===== src/rtl/load_store_unit.sv =====
`default_nettype none
// ============================================================================
//  Module   : load_store_unit
//  Function : Doubleword-aligned load/store unit: sub-word load extract and
//             read-modify-write stores. Optional misalignment trap is enabled
//             by defining LSU_MISALIGN_TRAP_EN.
//  Revision : 1.0 - initial release
// ============================================================================
module load_store_unit #(
  parameter int WORDSIZE = 64
) (
  input  logic                clk_i,
  input  logic                rst_n_i,
  input  logic                req_valid_i,
  output logic                req_ready_o,
  input  logic                req_write_i,
  input  logic [2:0]          req_funct3_i,
  input  logic [WORDSIZE-1:0] req_addr_i,
  input  logic [WORDSIZE-1:0] req_wdata_i,
  output logic                resp_valid_o,
  output logic [WORDSIZE-1:0] resp_rdata_o,
  output logic                resp_fault_o,
  output logic [WORDSIZE-1:0] mem_addr_o,
  output logic [WORDSIZE-1:0] mem_wdata_o,
  output logic                mem_write_en_o,
  input  logic [WORDSIZE-1:0] mem_rdata_i
);

  localparam logic [2:0] S_IDLE  = 3'd0;
  localparam logic [2:0] S_READ  = 3'd1;
  localparam logic [2:0] S_WAIT  = 3'd2;
  localparam logic [2:0] S_WRITE = 3'd3;
  localparam logic [2:0] S_RESP  = 3'd4;

  logic [2:0]          state_q, state_d;
  logic [2:0]          funct3_q;
  logic                write_q;
  logic                fault_q;
  logic [2:0]          off_q;
  logic [WORDSIZE-1:0] addr_q;
  logic [WORDSIZE-1:0] wdata_q;
  logic [WORDSIZE-1:0] old_q;

  logic                accept;
  logic                req_illegal;
  logic                req_misalign;
  logic                req_fault;
  logic [2:0]          req_off;
  logic [WORDSIZE-1:0] shifted;
  logic [WORDSIZE-1:0] load_data;
  logic [WORDSIZE-1:0] mask;
  logic [WORDSIZE-1:0] merged;

  assign accept      = req_valid_i && req_ready_o;
  assign req_illegal = req_write_i ? req_funct3_i[2] : (req_funct3_i == 3'b111);

`ifdef LSU_MISALIGN_TRAP_EN
  always_comb begin
    req_off = req_addr_i[2:0];
    case (req_funct3_i[1:0])
      2'd1:    req_misalign = req_addr_i[0];
      2'd2:    req_misalign = |req_addr_i[1:0];
      2'd3:    req_misalign = |req_addr_i[2:0];
      default: req_misalign = 1'b0;
    endcase
  end
`else
  // Without the trap, low offset bits below the access size are dropped.
  always_comb begin
    req_misalign = 1'b0;
    case (req_funct3_i[1:0])
      2'd1:    req_off = {req_addr_i[2:1], 1'b0};
      2'd2:    req_off = {req_addr_i[2], 2'b00};
      2'd3:    req_off = 3'b000;
      default: req_off = req_addr_i[2:0];
    endcase
  end
`endif

  assign req_fault = req_illegal || req_misalign;

  always_ff @(posedge clk_i) begin
    if (!rst_n_i) state_q <= S_IDLE;
    else          state_q <= state_d;
  end

  always_comb begin
    state_d = state_q;
    case (state_q)
      S_IDLE: begin
        if (accept) begin
          if (req_fault)                                 state_d = S_RESP;
          else if (req_write_i && req_funct3_i == 3'b011) state_d = S_WRITE;
          else                                           state_d = S_READ;
        end
      end
      S_READ:  state_d = S_WAIT;
      S_WAIT:  state_d = write_q ? S_WRITE : S_RESP;
      S_WRITE: state_d = S_RESP;
      S_RESP:  state_d = S_IDLE;
      default: state_d = S_IDLE;
    endcase
  end

  always_ff @(posedge clk_i) begin
    if (!rst_n_i) begin
      funct3_q <= '0;
      write_q  <= 1'b0;
      fault_q  <= 1'b0;
      off_q    <= '0;
      addr_q   <= '0;
      wdata_q  <= '0;
      old_q    <= '0;
    end else begin
      if (accept) begin
        funct3_q <= req_funct3_i;
        write_q  <= req_write_i;
        fault_q  <= req_fault;
        off_q    <= req_off;
        addr_q   <= {req_addr_i[WORDSIZE-1:3], 3'b000};
        wdata_q  <= req_wdata_i;
      end
      if (state_q == S_WAIT) old_q <= mem_rdata_i;
    end
  end

  assign shifted = old_q >> {off_q, 3'b000};

  always_comb begin
    case (funct3_q)
      3'b000:  load_data = {{56{shifted[7]}},  shifted[7:0]};
      3'b001:  load_data = {{48{shifted[15]}}, shifted[15:0]};
      3'b010:  load_data = {{32{shifted[31]}}, shifted[31:0]};
      3'b011:  load_data = old_q;
      3'b100:  load_data = {56'd0, shifted[7:0]};
      3'b101:  load_data = {48'd0, shifted[15:0]};
      3'b110:  load_data = {32'd0, shifted[31:0]};
      default: load_data = '0;
    endcase
  end

  // A full-width SD mask makes the merge degenerate to the store data.
  always_comb begin
    case (funct3_q[1:0])
      2'd0:    mask = 64'h0000_0000_0000_00FF << {off_q, 3'b000};
      2'd1:    mask = 64'h0000_0000_0000_FFFF << {off_q, 3'b000};
      2'd2:    mask = 64'h0000_0000_FFFF_FFFF << {off_q, 3'b000};
      default: mask = '1;
    endcase
  end

  assign merged = (old_q & ~mask) | ((wdata_q << {off_q, 3'b000}) & mask);

  always_comb begin
    req_ready_o    = rst_n_i && (state_q == S_IDLE);
    mem_write_en_o = rst_n_i && (state_q == S_WRITE);
    resp_valid_o   = rst_n_i && (state_q == S_RESP);
    mem_addr_o     = addr_q;
    mem_wdata_o    = (state_q == S_WRITE) ? merged : '0;
    resp_fault_o   = resp_valid_o && fault_q;
    resp_rdata_o   = (resp_valid_o && !fault_q && !write_q) ? load_data : '0;
  end

endmodule
`default_nettype wire

===== config.mk =====
export PLATFORM = sky130hd
export DESIGN_NAME = load_store_unit
export DESIGN_NICKNAME = d
export VERILOG_FILES = /design/src/rtl/load_store_unit.sv
export SDC_FILE = /design/constraint.sdc
export NUM_CORES = 1
export LEC_CHECK = 0
export CAP_MARGIN = 20
export CELL_PAD_IN_SITES_DETAIL_PLACEMENT = 0
export CELL_PAD_IN_SITES_GLOBAL_PLACEMENT = 1
export CORE_MARGIN = 2
export CORE_UTILIZATION = 31
export DETAILED_ROUTE_END_ITERATION = 7
export HOLD_SLACK_MARGIN = 0.15
export PLACE_DENSITY = 0.89
export SLEW_MARGIN = 15
export SYNTH_ARGS = -nofsm -noshare
export SYNTH_HDL_FRONTEND = slang
export SYNTH_SLANG_ARGS = --single-unit

===== constraint.sdc =====
create_clock -name clk_i -period 2.1 [get_ports clk_i]
set_input_delay 0.42 -clock clk_i [delete_from_list [all_inputs] [get_ports clk_i]]
set_output_delay 0.42 -clock clk_i [all_outputs]
set_load 0.02 [all_outputs]

==> impl_metrics.ini, run 1 <==
[worst_setup_path]
arrival_ps = 2590
cp_num_buf_inv = 5
cp_max_fo = 8
cpMostUsedCell = buf_6
r2r-start = state_q[2]$_SDFFE_PN0P_
critical-path-top-delay-family = buffers and inverters
r2r_cells = 7
r2r_slack_ps = 150
crit_path_end_kind = output pin
cp_slowest_cell = dfxtp_4
critical_path_class = flop to output pin
path_cells = buf_6 -> mux2i_1 -> and2_4 -> nor3_4 -> buf_6 -> buf_6 -> buf_16 -> a211oi_4 -> o21ai_4 -> buf_6
r2r_end = old_q[7]$_SDFFE_PN0N_
cp_slowest_stage_delay_ps = 440
start_kind = flop
crit_required_ps = 1680

[timing]
setup_ws_ps = -909.1
fin_crit_ps = 3009
fmax_ghz = 0.3323
period_share = 1.433
finClkSkew_ps = 15.47
grt_setup_unrepaired = yes
tightest_slew_ps = 1134
finalSetupViolCount = 128
relSlewSlack = 0.2438
slew_violations = 0
hold_viol = 0

[layout]
multiInputGateArea_mm2 = 0.009816
drive_gt1_frac = 0.4227
diodes = 0
nets = 2597
fillers = 3333
areaGrowthSynthToFinish_pct = 90.37
final_common_cell = nand2_1
seqCellArea_mm2 = 0.004024
final_cell_mix = nand2_1, buf_4, clkdlybuf4s50_1

[clock_tree]
cts-root-buf = clkbuf_16
clk_path_buf_depth = 2
cts_sinks = 200
numCtsBuffers = 17
clk_latency_ps = 470
cts_hold_buf = 0
tritoncts = done
h-tree-depth = 4
path_clk_slew_ps = 90

[pwr]
irDropWorstVdd_mv = 0.6041
power.total_mw = 11.80
power.density_mw_per_mm2 = 491.9
p_clk_frac = 0.299
seqPwrFrac = 0.369
intPower_mw = 7.720
power_frac_comb = 0.332
power.leakage_nw = 9.068
switchingPower_mw = 4.075
p_sw_frac = 0.3455

[placed_design]
pre_cts_ws_ps = -789.5
gp_congestion = 1.015
hpwl_um = 50180
portBuffers = 391

[logic_synthesis]
synth-seq-cells = 200
synth_area_per_cell_um2 = 7.598
synthArstFlopShare = 0
synth_ff_type = dfxtp_1
ys_types = 65
synth_warnings = 0
syn_inst = 1658
synth_seq_area_share = 0.3178
synth_edf_count = 0
synth_area_mm2 = 0.01260

[floorplan]
die_y_um = 205.6
start_util = 0.3156
dieArea_mm2 = 0.04227
ios = 395
die_w_um = 205.6
row_count = 73
core_area_mm2 = 0.03991

[min_path]
hp-class = flop to flop
worstHoldPathCells = 2
min_from = mem_addr_o[22]$_SDFFE_PN0P_
hold_end = mem_addr_o[22]$_SDFFE_PN0P_

[global_routing]
grt.total_usage = 0.3089
grt_pass1_wl_um = 97900
antenna_found_initial = 3
grt_max_degree = 104
grt_overflow = 0
grt_pass1_vias = 15796

[drt]
viasPerCell = 5.535
drc = 0
drt-pass1-iter-count = 5
routed_wl_um = 68040
drt_iter0_drc = 1513
routedWlPerCell_um = 23.22
vias = 16223
ant_nets = 0

[flow_run]
drv_cap = 0

[run_status]
status = finished with violations
violations = negative setup slack
[kinds of logic (layout without fill, tap and decap cells)]
| kind of cell | Yosys count | count (layout) | synth area share |
|---|---|---|---|
| AOI/OAI and AO/OA | 429 | 429 | 0.2104 |
| adders and majority gates | 5 | 5 | 0.004966 |
| buffers and inverters | 162 | 908 | 0.06516 |
| DFF | 200 | 200 | 0.3178 |
| muxes | 153 | 153 | 0.1627 |
| other | 1 | 3 | 0.0002977 |
| and+or+nand+nor | 708 | 708 | 0.2387 |
[flip-flops by register name (all words and copies together), names as in the netlist]
| name | flops |
|---|---|
| fault_q | 1 |
| funct3_q | 3 |
| mem_addr_o | 61 |
| off_q | 3 |
| old_q | 64 |
| state_q | 3 |
| wdata_q | 64 |
| write_q | 1 |
[layer usage]
layer | vias up | share of wire | track usage
li1 | 7264 | - | -
met1 | 7730 | 0.39 | 0.3918
met2 | 1010 | 0.45 | 0.4978
met3 | 215 | 0.11 | 0.08236
met4 | 4 | 0.048 | 0.1220
met5 | - | 0.00035 | 0
[Yosys cell counts (7+ instances only)]
cell	n	share of area
a22oi_1	19	0.011
mux4_2	39	0.070
o21ai_0	122	0.048
nor2b_1	12	0.0060
mux2_2	23	0.021
buf_4	14	0.0083
o21ai_2	22	0.015
o21ai_1	9	0.0036
a21oi_1	144	0.057
a211oi_1	46	0.027
a22o_1	7	0.0049
nand2b_1	15	0.0074
clkbuf_1	81	0.024
nor2_1	91	0.027
nand2_1	474	0.14
buf_6	10	0.0089
nor3b_1	9	0.0054
mux2i_1	90	0.072
dfxtp_1	200	0.32
buf_2	40	0.016
o211ai_1	21	0.013
nand3_1	67	0.027
inv_1	11	0.0033
and2_1	11	0.0055
o22ai_1	10	0.0050
[layout make-up]
class	count	share of cell area
multi-input cells	1298	0.4093
repair buffers	864	0.3674
flip-flops and latches	200	0.1678
well taps	525	0.02739
clock buffers	17	0.01774
clock inverters	15	0.007879
inverters	12	0.002452
[worst reg2reg max path, delay by kind of cell, from the launching register on]
kind                   cells  cell delay (ps)
and+or+nand+nor            2              390
buffers and inverters      4              580
AOI/OAI and AO/OA          1              490
DFF                        1              330
[worst max path at each step]
stage	from	end	slack [ps]	cells after the start
after global placement	funct3_q[0]$_SDFFE_PN0P_	resp_rdata_o[22]	-810	10
after floorplan	funct3_q[0]$_SDFFE_PN0P_	mem_wdata_o[42]	-130	8
after global routing	off_q[0]$_SDFFE_PN0P_	resp_rdata_o[58]	-980	9
final	off_q[0]$_SDFFE_PN0P_	resp_rdata_o[51]	-910	10
after detailed placement	funct3_q[0]$_SDFFE_PN0P_	resp_rdata_o[22]	-790	10
after CTS	funct3_q[0]$_SDFFE_PN0P_	mem_wdata_o[16]	-880	10
[repair_timing]
item | in CTS | in global routing
pin swaps | 61 | 87
buffers inserted | 88 | 27
endpoints found under the setup margin | 131 | 130
gates cloned | 8 | 4
gates resized for setup | 779 | 223
[power by group through the flow]
stage / logic (mW) / registers, mW / clock network (mW)
after detailed placement: 3.11 / 4.42 / 0
after global placement: 3.09 / 4.42 / 0
after floorplan: 1.32 / 4.49 / 0
after global routing: 4.11 / 4.38 / 3.72
final: 3.92 / 4.36 / 3.52
after CTS: 3.56 / 4.34 / 3.57
[per-stage QoR]
stage | util | instance area (um^2) | cells | hold WS, ps | setup TNS (ps)
after floorplan | - | 13430 | 1660 | 433.0 | -8562
after global placement | 0.5100 | 20350 | 2784 | 440.3 | -76980
after detailed placement | 0.5100 | 20350 | 2784 | 445.0 | -79530
after CTS | 0.5696 | 22740 | 2909 | 456.2 | -95950
after global routing | 0.6008 | 23980 | 2931 | 464.0 | -108870
final | 0.6008 | 23980 | 2931 | 455.1 | -99840
Power figures use the tool's default switching activity.
==> inputs of run 2 (changes only) <==
--- a/config.mk
+++ b/config.mk
@@ -10,10 +10,10 @@
 export CELL_PAD_IN_SITES_GLOBAL_PLACEMENT = 1
 export CORE_MARGIN = 2
 export CORE_UTILIZATION = 31
+export CTS_BUF_LIST = sky130_fd_sc_hd__clkbuf_4
 export DETAILED_ROUTE_END_ITERATION = 7
 export HOLD_SLACK_MARGIN = 0.15
 export PLACE_DENSITY = 0.89
-export SLEW_MARGIN = 15
 export SYNTH_ARGS = -nofsm -noshare
 export SYNTH_HDL_FRONTEND = slang
 export SYNTH_SLANG_ARGS = --single-unit
==> run 2 against run 1 <==
Compared with the run above: the flow still finishes with violations (negative setup slack); first-iteration DRC count shrank 7.0%; clock-buffer cell count unchanged; final cell count about the same; cell area decreased by 2.4%; non-clock buffer count is 1 higher; via count decreased by 0.74%; worst setup slack worse by 280 ps; routed wire length is 1.2% lower; combinational power decreased by 4%; power decreased by 12%; critical path type unchanged; highest routed layer unchanged.
==> impl_metrics.ini, run 2 (same netlist as run 1, synthesis figures left out) <==
[floorplan]
die_y_um = 205.6
die_w_um = 205.6
start_util = 0.3156
core_area_mm2 = 0.03991
row_count = 73
ios = 395
dieArea_mm2 = 0.04227

[worst_setup_path]
r2r-start = state_q[2]$_SDFFE_PN0P_
r2r_end = old_q[7]$_SDFFE_PN0N_
cp_slowest_stage_delay_ps = 460
r2r_cells = 8
cp_max_fo = 6
path_cells = buf_6 -> buf_6 -> buf_6 -> mux2i_2 -> a211oi_1 -> a311o_2 -> buf_4 -> mux2i_2 -> nor2_2 -> buf_4
start_kind = flop
crit_required_ps = 1680
r2r_slack_ps = 80
cpMostUsedCell = buf_6
crit_path_end_kind = output pin
arrival_ps = 2870
cp_slowest_cell = dfxtp_4
critical_path_class = flop to output pin

[layout]
final_common_cell = nand2_1
areaGrowthSynthToFinish_pct = 85.74
final_util = 0.5862
final_cell_mix = nand2_1, buf_4, clkdlybuf4s50_1
nets = 2598
drive_gt1_frac = 0.4196

[timing]
fmax_ghz = 0.3044
hold_viol = 0
grt_setup_unrepaired = yes
setup_ws_ps = -1186
finalSetupViolCount = 130
slew_violations = 0
setup_tns_ps = -129980
period_share = 1.565
fin_crit_ps = 3286
relSlewSlack = 0.2257
tightest_slew_ps = 1161
finClkSkew_ps = 28.71

[clock_tree]
cts-root-buf = clkbuf_4
tritoncts = done
clk_latency_ps = 680
h-tree-depth = 4
clk_path_buf_depth = 2
path_clk_slew_ps = 210
cts_sinks = 200
numCtsBuffers = 17

[placed_design]
hpwl_um = 50180
portBuffers = 391
gp_congestion = 1.015

[drt]
vias = 16103
routedWlPerCell_um = 22.91
viasPerCell = 5.490
drt-pass1-iter-count = 5
drc = 0
drt_iter0_drc = 1407
routed_wl_um = 67200
ant_nets = 0

[global_routing]
grt_pass1_vias = 15223
grt.total_usage = 0.2976
grt_max_degree = 104
antenna_found_initial = 5
grt_overflow = 0
grt_pass1_wl_um = 94390

[min_path]
hp-class = primary input to flop
worstHoldPathCells = 3
min_from = req_addr_i[7]
hold_end = mem_addr_o[7]$_SDFFE_PN0P_

[pwr]
power.density_mw_per_mm2 = 445.8
irDropWorstVdd_mv = 0.4670
power.leakage_nw = 9.803
power.total_mw = 10.43

[flow_run]
drv_cap = 0

[run_status]
violations = negative setup slack
status = finished with violations
[run 2: cell count changes in the layout (fill, tap and decap cells not counted), moves of 7 or more]
cell	delta
clkdlybuf4s50_1	-61
dlymetal6s2s_1	+61
buf_4	+43
buf_6	-40
clkbuf_4	+18
clkbuf_16	-14
a211oi_4	-8
buf_12	-7
o21ai_4	-7
[run 2: final cells by class]
cell class / instances / area [um^2]
Multi-Input combinational cell: 1298 / 9572
Sequential cell: 200 / 4030
Inverter: 12 / 58.81
Clock buffer: 17 / 127.6
Fill cell: 3425 / 16520
Antenna cell: 1 / 2.502
Timing Repair Buffer: 865 / 8761
Tap cell: 525 / 656.9
Clock inverter: 15 / 188.9
[run 2: worst max-delay path by stage]
stage	from	end	slack (ps)	cells after the start
floorplan	funct3_q[0]$_SDFFE_PN0P_	mem_wdata_o[42]	-130	8
global placement	funct3_q[0]$_SDFFE_PN0P_	resp_rdata_o[22]	-810	10
detailed placement	funct3_q[0]$_SDFFE_PN0P_	resp_rdata_o[22]	-790	10
CTS	off_q[1]$_SDFFE_PN0P_	mem_wdata_o[36]	-1200	10
global route	off_q[1]$_SDFFE_PN0P_	mem_wdata_o[36]	-1260	10
finish	off_q[1]$_SDFFE_PN0P_	mem_wdata_o[37]	-1190	10
[run 2: what timing repair did]
item / CTS / global route
hold buffers: 0 / 0
resized for setup: 514 / 492
pin swaps: 29 / 70
gates cloned: 3 / 8
setup buffers: 35 / 76
endpoints found under the setup margin: 193 / 193
[run 2: where the power goes]
group	switching [mW]	total, mW	internal (mW)
Combinational	1.84	3.76	1.92
Sequential	0.282	4.36	4.08
Clock	1.72	2.31	0.588
Total	3.85	10.4	6.58
[run 2: layer usage]
metal / vias to the layer above / wire [um] / GRT usage
met5: - / 36 / 0
met4: 6 / 2688 / 0.1041
met3: 177 / 7287 / 0.08172
met2: 924 / 30920 / 0.4862
met1: 7732 / 26270 / 0.3758
li1: 7264 / - / -
[run 2: critical path, delay by kind of cell, from the launching register on]
kind / cells / cell delay, ps
compound gates: 2 / 490
buf+inv: 5 / 680
flops: 1 / 460
mux: 2 / 490
simple gates: 1 / 60
[run 2: stage by stage]
step | setup slack [ps] | cells | hold slack (ps) | instance area [um^2]
2_1_floorplan | -131.3 | 1660 | 433.0 | 13430
3_3_place_gp | -806.3 | 2784 | 440.3 | 20350
3_5_place_dp | -789.5 | 2784 | 445.0 | 20350
4_1_cts | -1199 | 2853 | 185.0 | 21310
5_1_grt | -1263 | 2933 | 179.4 | 23400
6_report | -1186 | 2933 | 233.6 | 23400
==> RTL edit (settings of run 1) <==
Remove the case item `2'd1` of the case on `funct3_q[1:0]`.
--- a/src/rtl/load_store_unit.sv
+++ b/src/rtl/load_store_unit.sv
@@ -143,7 +143,6 @@
   always_comb begin
     case (funct3_q[1:0])
       2'd0:    mask = 64'h0000_0000_0000_00FF << {off_q, 3'b000};
-      2'd1:    mask = 64'h0000_0000_0000_FFFF << {off_q, 3'b000};
       2'd2:    mask = 64'h0000_0000_FFFF_FFFF << {off_q, 3'b000};
       default: mask = '1;
     endcase
Check against the original RTL: not equivalent (Yosys sat finds a counterexample within 4 cycles, from zero or initial values and one cycle with rst_n_i low).
==> RTL edit against run 1 <==
  * The run still ends with negative setup slack left
  * Wire length shrank 7.8%
  * Combinational power shrank 15%
  * Synthesized area shrank 5.7%
  * Setup slack lost 0.074 ns
  * Design area shrank 9.5%
  * Count of clock-buffer cells in the layout grew 4
  * Sequential cell count is the same
  * Total power shrank 5.1%
  * Largest power group unchanged
==> RTL edit: results (changes against run 1) <==
| Metric | Value |
|---|---|
| Status | finished with violations (unchanged) |
| Failing checks | negative setup slack (unchanged) |
| Pre-CTS WS | -0.839 ns (was -0.790 ns) |
| Synth cell count leaders | nand2_1 (474), dfxtp_1 (200), a21oi_1 (193), nand3_1 (129), nor2_1 (96) (was nand2_1 (474), dfxtp_1 (200), a21oi_1 (144), o21ai_0 (122), nor2_1 (91)) |
| Mapped Cells | 1554 (was 1658) |
| Worst-Margin Slew | 0.785 ns (was 1.13 ns) |
| HPWL after DPL | 46700 um (was 50200 um) |
| Top Metal Used | met4 (was met5) |
| First-pass GRT wire length | 90500 um (was 97900 um) |
| Clk_buf instances | 21 (was 17) |
| DP Area | 19200 sq um (was 20400 sq um) |
| Share of cells above drive strength 1 | 39.0% (was 42.3%) |
| Sequential cell area | 4020 sq um (about the same) |
| Leak | 8.51 nW (was 9.07 nW) |
| Multi-input gates | 1208 (was 1298) |
| Pint | 7.58 mW (was 7.72 mW) |
| Tap cells | 511 (was 525) |
| DRT Pass-1 Iters | 6 (was 5) |
| Crit Path Max Fanout | 14 (was 8) |
| Ranking of synthesized cells by area | dfxtp_1 (34%), nand2_1 (15%), mux4_2 (11%) (was dfxtp_1 (32%), nand2_1 (14%), mux2i_1 (7.2%)) |
| Vias in the first global route | 14500 (was 15796) |
| Post-CTS sizing | 571 (was 779) |
| Routed wire length per instance | 23.0 um (was 23.2 um) |
| Count of non-CTS buffers in the layout | 778 (was 864) |
| Placed insts | 2626 (was 2784) |
| Buffering overhead | 35.8% (was 36.7%) |
| Tot GR Track Use | 30.5% (was 30.9%) |
| Vias | 14903 (was 16223) |
| FILL cells | 3364 (was 3333) |
| Peak VDD IR | 0.642 mV (was 0.604 mV) |
| M1 wire length | 24400 um (was 26400 um) |
| Final setup TNS | -106.63 ns (was -99.84 ns) |
| Initial antenna violation count | 0 (was 3) |
| Finish-stage setup viols | 129 (was 128) |
| Routed met2 length | 29200 um (was 30900 um) |
| Sequential element share of the synthesized area | 33.7% (was 31.8%) |
| Post-route setup slack | -0.983 ns (was -0.909 ns) |
| Post-synthesis compound-gate area fraction | 15.9% (was 21.0%) |
| Multiplexer share of the synthesized area | 19.1% (was 16.3%) |
RTL edit: cell count changes after synthesis, moves of 10 or more:
cell | before | now
o21ai_0 | 122 | 10
nand3_1 | 67 | 129
a21oi_1 | 144 | 193
a211oi_1 | 46 | 16
o21ai_2 | 22 | 0
mux4_2 | 39 | 56
mux2i_1 | 90 | 75
buf_1 | 1 | 15
a222oi_1 | 1 | 13
o211ai_1 | 21 | 9
a2bb2oi_1 | 6 | 17
buf_6 | 10 | 0
nand2b_1 | 15 | 5
RTL edit: worst paths after layout:
check / end / from / slack (ns) / cells past startpoint
setup / recovery: resp_rdata_o[34] / off_q[1] / -0.98 / 9
hold / removal: mem_addr_o[26] / mem_addr_o[26] / 0.45 / 2
setup reg to reg: old_q[30] / state_q[1] / 0.41 / 5
hold reg to reg: mem_addr_o[26] / mem_addr_o[26] / 0.45 / 2
RTL edit: routing by layer:
metal  up-vias  track usage [%]
li1       6741                -
met1      7135             37.4
met2       842             49.7
met3       185             5.93
met4         0             18.5
met5         -                0
RTL edit: cell families after synthesis:
kind of cell,Yosys count
muxes,154
buffers and inverters,148
AOI/OAI and AO/OA,310
and+or+nand+nor,741
DFF,200
other,1
RTL edit: power groups by stage:
stage / clock network [mW] / logic [mW] / registers (mW)
floorplan: 0 / 1.20 / 4.49
global placement: 0 / 2.88 / 4.42
detailed placement: 0 / 2.89 / 4.43
CTS: 3.54 / 3.22 / 4.35
global route: 3.67 / 3.53 / 4.39
finish: 3.47 / 3.35 / 4.37
RTL edit: critical path: stages, from the launching register on:
cell,delay [ns]
dfxtp_4,0.43
buf_12,0.12
mux4_2,0.54
nor4_4,0.27
buf_4,0.18
a211oi_4,0.04
buf_12,0.15
buf_12,0.16
a21oi_2,0.15
buf_6,0.13
